**config.mk**
```make
export PLATFORM = sky130hd
export DESIGN_NAME = mmio_port_responder
export DESIGN_NICKNAME = d
export VERILOG_FILES = /design/src/rtl/mmio_pkg.sv /design/src/rtl/mmio_event_fifo.sv /design/src/rtl/mmio_port_responder.sv
export SDC_FILE = /design/constraint.sdc
export NUM_CORES = 1
export LEC_CHECK = 0
export ABC_AREA = 0
export BUFFER_PORTS_ARGS = -buffer_cell sky130_fd_sc_hd__buf_2
export CAP_MARGIN = 20
export CORE_ASPECT_RATIO = 1.75
export CORE_UTILIZATION = 52
export CTS_BUF_LIST = sky130_fd_sc_hd__clkbuf_8
export DETAILED_ROUTE_END_ITERATION = 16
export PLACE_DENSITY = 0.83
export SLEW_MARGIN = 40
export SYNTH_ARGS = -nofsm -noshare
export SYNTH_HDL_FRONTEND = slang
export SYNTH_SLANG_ARGS = --single-unit
```
**constraint.sdc**
```tcl
create_clock -name clock -period 3.4 [get_ports clock]
set_clock_uncertainty 0.15 [all_clocks]
set_input_delay 0.68 -clock clock [delete_from_list [all_inputs] [get_ports clock]]
set_output_delay 0.68 -clock clock [all_outputs]
set_load 0.005 [all_outputs]
```
**src/rtl/mmio_pkg.sv**
```systemverilog
// Shared constants for the MMIO port responder: register offsets, ctrl/status bit
// positions and the register-select decode used by the address decoder.
package mmio_pkg;

  localparam logic [5:0] OFF_OUT0   = 6'h00;
  localparam logic [5:0] OFF_OUT1   = 6'h04;
  localparam logic [5:0] OFF_OUT2   = 6'h08;
  localparam logic [5:0] OFF_CTRL   = 6'h0C;
  localparam logic [5:0] OFF_IN0    = 6'h10;
  localparam logic [5:0] OFF_IN1    = 6'h14;
  localparam logic [5:0] OFF_STATUS = 6'h18;
  localparam logic [5:0] OFF_POP    = 6'h1C;
  localparam logic [5:0] OFF_STAMP  = 6'h20;

  localparam int CTRL_CAP_EN  = 0;
  localparam int CTRL_IRQ_EN  = 1;
  localparam int CTRL_OVF_CLR = 2;

  localparam int STAT_NONEMPTY  = 0;
  localparam int STAT_FULL      = 1;
  localparam int STAT_OVERFLOW  = 2;
  localparam int STAT_COUNT_LSB = 4;
  localparam int STAT_COUNT_W   = 4;

  typedef enum logic [3:0] {
    REG_OUT0,
    REG_OUT1,
    REG_OUT2,
    REG_CTRL,
    REG_IN0,
    REG_IN1,
    REG_STATUS,
    REG_POP,
    REG_STAMP,
    REG_NONE
  } reg_sel_e;

  // Word index is addr[5:2]; the byte lane bits never take part in the decode.
  function automatic reg_sel_e decode_reg(input logic [3:0] word);
    reg_sel_e sel;
    sel = REG_NONE;
    if (word == OFF_OUT0[5:2])   sel = REG_OUT0;
    if (word == OFF_OUT1[5:2])   sel = REG_OUT1;
    if (word == OFF_OUT2[5:2])   sel = REG_OUT2;
    if (word == OFF_CTRL[5:2])   sel = REG_CTRL;
    if (word == OFF_IN0[5:2])    sel = REG_IN0;
    if (word == OFF_IN1[5:2])    sel = REG_IN1;
    if (word == OFF_STATUS[5:2]) sel = REG_STATUS;
    if (word == OFF_POP[5:2])    sel = REG_POP;
    if (word == OFF_STAMP[5:2])  sel = REG_STAMP;
    return sel;
  endfunction

endpackage

```
**src/rtl/mmio_event_fifo.sv**
```systemverilog
// Small event FIFO with combinational head output; a push into a full FIFO succeeds
// only when a pop happens on the same edge, otherwise the entry is refused.
module mmio_event_fifo #(
  parameter int WIDTH = 32,
  parameter int DEPTH = 4,
  localparam int PTR_W = $clog2(DEPTH),
  localparam int CNT_W = PTR_W + 1
) (
  input  logic             clock,
  input  logic             reset,
  input  logic             push,
  input  logic             pop,
  input  logic [WIDTH-1:0] din,
  output logic [WIDTH-1:0] dout,
  output logic [CNT_W-1:0] count,
  output logic             full,
  output logic             empty
);

  logic [WIDTH-1:0] mem [DEPTH];
  logic [PTR_W-1:0] rd_ptr_reg;
  logic [PTR_W-1:0] wr_ptr_reg;
  logic [CNT_W-1:0] count_reg;
  logic             do_pop;
  logic             do_push;

  assign empty   = (count_reg == '0);
  assign full    = (count_reg == CNT_W'(DEPTH));
  assign do_pop  = pop & ~empty;
  // When full, the pop frees the slot the pointer is about to overwrite.
  assign do_push = push & (~full | do_pop);

  always_ff @(posedge clock) begin
    if (reset) begin
      rd_ptr_reg <= '0;
      wr_ptr_reg <= '0;
      count_reg  <= '0;
    end else begin
      if (do_push) wr_ptr_reg <= wr_ptr_reg + PTR_W'(1);
      if (do_pop)  rd_ptr_reg <= rd_ptr_reg + PTR_W'(1);
      count_reg <= count_reg + CNT_W'(do_push) - CNT_W'(do_pop);
    end
  end

  always_ff @(posedge clock) begin
    if (!reset && do_push) mem[wr_ptr_reg] <= din;
  end

  assign dout  = mem[rd_ptr_reg];
  assign count = count_reg;

endmodule

```
**src/rtl/mmio_port_responder.sv**
```systemverilog
// MMIO responder: output ports, ctrl/status, synchronized inputs and an in_port0 change
// FIFO. Define MMIO_TIMESTAMP_EN to stamp each captured event with a cycle count.
module mmio_port_responder
  import mmio_pkg::*;
#(
  parameter logic [31:0] IO_BASE     = 32'h0000_0080,
  parameter int          DATA_W      = 32,
  parameter int          FIFO_DEPTH  = 4,
  parameter int          SYNC_STAGES = 2
) (
  input  logic              clock,
  input  logic              reset,
  input  logic [31:0]       addr,
  input  logic [DATA_W-1:0] wdata,
  input  logic              we,
  input  logic              re,
  output logic              hit,
  output logic [DATA_W-1:0] rdata,
  output logic              rvalid,
  input  logic [DATA_W-1:0] in_port0,
  input  logic [DATA_W-1:0] in_port1,
  output logic [DATA_W-1:0] out_port0,
  output logic [DATA_W-1:0] out_port1,
  output logic [DATA_W-1:0] out_port2,
  output logic              irq
);

  localparam int CNT_W = $clog2(FIFO_DEPTH) + 1;
`ifdef MMIO_TIMESTAMP_EN
  localparam int ENTRY_W = DATA_W + 32;
`else
  localparam int ENTRY_W = DATA_W;
`endif

  logic [DATA_W-1:0] sync0_reg [SYNC_STAGES];
  logic [DATA_W-1:0] sync1_reg [SYNC_STAGES];
  logic [DATA_W-1:0] synced0;
  logic [DATA_W-1:0] synced1;
  logic [DATA_W-1:0] prev0_reg;

  logic [DATA_W-1:0] out0_reg;
  logic [DATA_W-1:0] out1_reg;
  logic [DATA_W-1:0] out2_reg;
  logic [1:0]        ctrl_reg;
  logic              overflow_reg;
  logic [DATA_W-1:0] rdata_reg;
  logic              rvalid_reg;
  logic              irq_reg;

  reg_sel_e          sel;
  logic              wr_en;
  logic              rd_en;
  logic              change;
  logic              ovf_set;
  logic              ovf_clr;
  logic [DATA_W-1:0] rd_mux;
  logic [DATA_W-1:0] stamp_val;
  logic              unused_addr_bits;

  logic              fifo_push;
  logic              fifo_pop;
  logic [ENTRY_W-1:0] fifo_din;
  logic [ENTRY_W-1:0] fifo_dout;
  logic [CNT_W-1:0]  fifo_count;
  logic              fifo_full;
  logic              fifo_empty;

  assign hit              = (addr[31:6] == IO_BASE[31:6]);
  assign sel              = decode_reg(addr[5:2]);
  assign wr_en            = we & hit;
  assign rd_en            = re & hit & ~we;
  assign unused_addr_bits = ^addr[1:0];

  always_ff @(posedge clock) begin
    if (reset) begin
      for (int i = 0; i < SYNC_STAGES; i++) begin
        sync0_reg[i] <= '0;
        sync1_reg[i] <= '0;
      end
    end else begin
      sync0_reg[0] <= in_port0;
      sync1_reg[0] <= in_port1;
      for (int i = 1; i < SYNC_STAGES; i++) begin
        sync0_reg[i] <= sync0_reg[i-1];
        sync1_reg[i] <= sync1_reg[i-1];
      end
    end
  end

  assign synced0 = sync0_reg[SYNC_STAGES-1];
  assign synced1 = sync1_reg[SYNC_STAGES-1];
  assign change  = (synced0 != prev0_reg);

  assign fifo_push = ctrl_reg[CTRL_CAP_EN] & change;
  assign fifo_pop  = rd_en & (sel == REG_POP);
  // A full FIFO only drops the event when nothing is draining it on the same edge.
  assign ovf_set   = fifo_push & fifo_full & ~fifo_pop;
  assign ovf_clr   = wr_en & (sel == REG_CTRL) & wdata[CTRL_OVF_CLR];

  mmio_event_fifo #(
    .WIDTH (ENTRY_W),
    .DEPTH (FIFO_DEPTH)
  ) u_fifo (
    .clock (clock),
    .reset (reset),
    .push  (fifo_push),
    .pop   (fifo_pop),
    .din   (fifo_din),
    .dout  (fifo_dout),
    .count (fifo_count),
    .full  (fifo_full),
    .empty (fifo_empty)
  );

`ifdef MMIO_TIMESTAMP_EN
  logic [31:0] ts_reg;
  logic [31:0] last_stamp_reg;

  assign fifo_din = {ts_reg, synced0};

  always_ff @(posedge clock) begin
    if (reset) begin
      ts_reg         <= '0;
      last_stamp_reg <= '0;
    end else begin
      ts_reg <= ts_reg + 32'd1;
      if (fifo_pop && !fifo_empty) last_stamp_reg <= fifo_dout[ENTRY_W-1:DATA_W];
    end
  end

  assign stamp_val = DATA_W'(last_stamp_reg);
`else
  assign fifo_din  = synced0;
  assign stamp_val = '0;
`endif

  always_comb begin
    rd_mux = '0;
    case (sel)
      REG_OUT0:   rd_mux = out0_reg;
      REG_OUT1:   rd_mux = out1_reg;
      REG_OUT2:   rd_mux = out2_reg;
      REG_CTRL:   rd_mux[CTRL_IRQ_EN:CTRL_CAP_EN] = ctrl_reg;
      REG_IN0:    rd_mux = synced0;
      REG_IN1:    rd_mux = synced1;
      REG_STATUS: begin
        rd_mux[STAT_NONEMPTY] = ~fifo_empty;
        rd_mux[STAT_FULL]     = fifo_full;
        rd_mux[STAT_OVERFLOW] = overflow_reg;
        rd_mux[STAT_COUNT_LSB +: STAT_COUNT_W] = STAT_COUNT_W'(fifo_count);
      end
      REG_POP:    rd_mux = fifo_empty ? '0 : fifo_dout[DATA_W-1:0];
      REG_STAMP:  rd_mux = stamp_val;
      default:    rd_mux = '0;
    endcase
  end

  always_ff @(posedge clock) begin
    if (reset) begin
      out0_reg     <= '0;
      out1_reg     <= '0;
      out2_reg     <= '0;
      ctrl_reg     <= '0;
      prev0_reg    <= '0;
      overflow_reg <= 1'b0;
      rdata_reg    <= '0;
      rvalid_reg   <= 1'b0;
      irq_reg      <= 1'b0;
    end else begin
      prev0_reg  <= synced0;
      rvalid_reg <= rd_en;
      if (rd_en) rdata_reg <= rd_mux;
      irq_reg <= ctrl_reg[CTRL_IRQ_EN] & ~fifo_empty;
      if (wr_en) begin
        case (sel)
          REG_OUT0: out0_reg <= wdata;
          REG_OUT1: out1_reg <= wdata;
          REG_OUT2: out2_reg <= wdata;
          REG_CTRL: ctrl_reg <= {wdata[CTRL_IRQ_EN], wdata[CTRL_CAP_EN]};
          default:  ;
        endcase
      end
      // A fresh drop on the same edge as a clear leaves the flag set.
      if (ovf_set)      overflow_reg <= 1'b1;
      else if (ovf_clr) overflow_reg <= 1'b0;
    end
  end

  assign out_port0 = out0_reg;
  assign out_port1 = out1_reg;
  assign out_port2 = out2_reg;
  assign rdata     = rdata_reg;
  assign rvalid    = rvalid_reg;
  assign irq       = irq_reg;

endmodule

```
==> results.toml <==
[status]
run_status = "finished clean"

[synth]
ys.warnings.count = 0
syn_area_um2 = 15600
synth_top_area_share_pct = 38.8
synthAdderAreaFrac_pct = 0.529
ys_seq_area_share_pct = 63.4
synth_area_leaders = "dfxtp_1, edfxtp_1, nor2b_1"
synth_top_area_cell = "dfxtp_1"
synth-xor-area-share_pct = 2.02
synth_cell_type_count = 50
synth_top_family_by_area = "simple AND/OR/NAND/NOR gates"
synthMuxAreaShare_pct = 11.0
synthSimpleGateAreaFrac_pct = 13.5
netlist_instances = 1231
ys_ff_latch = 430
syn_avg_cell_area_um2 = 12.7
synth_compound_area_share_pct = 6.46
syn_nets = 1369

[global_route]
grt_max_degree = 123
grt_pass1_wl_mm = 57.2
grt_overflow = 0
grt_pass1_vias = 10800
antenna_found_initial = 4
grt_use_total_pct = 24.0

[critical_path]
r2r_setup_slack_ps = 380
critPathLaunch = "sync0_reg[0][52]"
arrival_ps = 3350
end_kind = "flop"
start_kind = "flop"
critPathKind = "reg2reg"
path_max_fanout = 7
cp.required_ps = 3730
r2r-start = "sync0_reg[0][52]"

[route]
m1WireLength_mm = 14.3
routed_wl_mm = 37.7
routed.top_layer = "met4"
drt-initial-drc-count = 761
dr_total_vias = 10800
firstDrtPassIters = 5
viasPerCell = 5.54
wl_per_cell_um = 19.4
routed-wl-met3_mm = 2.41
ant_nets = 0
wl_met2_mm = 19.1
drc = 0

[finish]
layout_commonest_cell = "dfxtp_1"
layout_common_cells = "dfxtp_1, buf_2, nor2b_1"
final_util_pct = 63.8
final_nets = 1650
largest_reg_flops = 128
final_area_um2 = 18800
area_growth_pct = 20.2
drive_above_1_share_pct = 28.4

[sta]
finalSetupTns_ps = 0
fin_crit_ps = 3020
hold_viol = 0
finalMaxSlewViolations = 0
relSlewSlack_pct = 62.4
tightest_slew_ps = 564
finalCritPeriodShare_pct = 88.7
max_clock_freq_ghz = 0.332
rsz0062_at_grt = "false"
setup_viol = 0
setup_ws_ps = 384

[die]
die_h_um = 231
die_area_um2 = 30700
coreArea_um2 = 29400
start_util_pct = 53.1
io_pins = 263
chipWidth_um = 133
num_rows = 83

[place]
place_area_um2 = 17500
port_buffers = 260
dp_hpwl_mm = 25.4
place_congestion = 0.860
place_ws_ps = 55.7

[pwr]
max-vdd-ir-drop_mv = 0.382
power_uw = 9900
leakage_uw = 0.00723
p_per_area_nw_per_um2 = 528

[cts]
insertion_delay_ps = 620
h-tree-depth = 2
clk_pin_slew_ps = 70
cts_resized = 0
post_cts.repair.setup_buffers = 0
numCtsBuffers = 57
clk_path_buf_depth = 3
cts_hold_buf = 0
root_buffer = "clkbuf_8"
cts.sinks = 430
cts_tree = "done"

[hold_path]
hp-class = "in2reg"
holdCritStartpoint = "in_port1[25]"

[flow_run]
maxCapViolCount = 0
-- final cells by class --
class / count / area, um2
fill: 2167 / 10600
sequential: 430 / 9890
multi-input combinational: 712 / 5260
timing repair buffer: 305 / 1810
clock buffer: 74 / 1020
tap: 382 / 478
clock inverter: 31 / 265
inverter: 6 / 22.5
antenna: 5 / 12.5
-- worst paths after layout --
path	to	cells past startpoint
worst max-delay path	u_fifo.count[2]	11
worst min register to register	sync0_reg[0][42]	1
worst max register to register	u_fifo.count[2]	11
worst min-delay path	sync1_reg[0][25]	2
-- power breakdown --
group          switching (uW)  internal, uW  total, uW
Sequential               47.3          5350       5390
Clock                    1860          2330       4190
Combinational             174           138        312
-- per-layer routing --
layer / track usage (%) / vias up
li1: - / 4966
met3: 3.57 / 120
met2: 41.6 / 497
met1: 27.8 / 5191
met5: 0 / -
met4: 15.1 / 0
-- critical path: stages, from the launching register on --
cell,delay [ps]
dfxtp_1,520
xor2_1,120
nor4_1,370
nand4_1,300
o21ai_0,400
nor2_1,150
ha_1,210
inv_1,80
fa_1,190
xor2_1,210
xnor2_1,150
nor2_1,50
-- cells in the mapped netlist (all sizes together) --
cell       n
xnor2      2
and2       3
o31ai      1
nor4      18
a21o       1
a2bb2oi    1
nor4b      2
nand4      8
inv        6
nor2b    164
fa         1
a311oi     1
buf       24
a22o       1
o21ai      3
a31oi     26
nor3       2
nor4bb     1
or3        1
mux4      32
nand3      4
a22oi     43
mux2i    100
nor3b      1
nor2     141
clkbuf    59
a21oi     31
o21a       1
a32o       1
o311ai     1
dfxtp    302
ha         5
a222oi    26
a221oi     2
nand3b     1
xor2      34
nand2     40
and3       8
edfxtp   128
or4        3
and4bb     1
and4b      1
-- metrics by stage --
stage | hold slack, ps | std cells
floorplan | 264 | 1231
global placement | 269 | 1835
detailed placement | 270 | 1835
CTS | 91.2 | 1940
global route | 102 | 1944
finish | 119 | 1945
-- cell families (layout without fill, tap and decap cells) --
logic type | count (synthesis) | after routing
buffers and inverters | 89 | 416
AND/OR/NAND/NOR | 399 | 399
multiplexers | 132 | 132
adder cells (fa/ha/maj) | 6 | 6
flip-flops | 430 | 430
other | 0 | 5
AO/OA/AOI/OAI | 139 | 139
XOR/XNOR | 36 | 36
(Power assumes the default switching activity.)
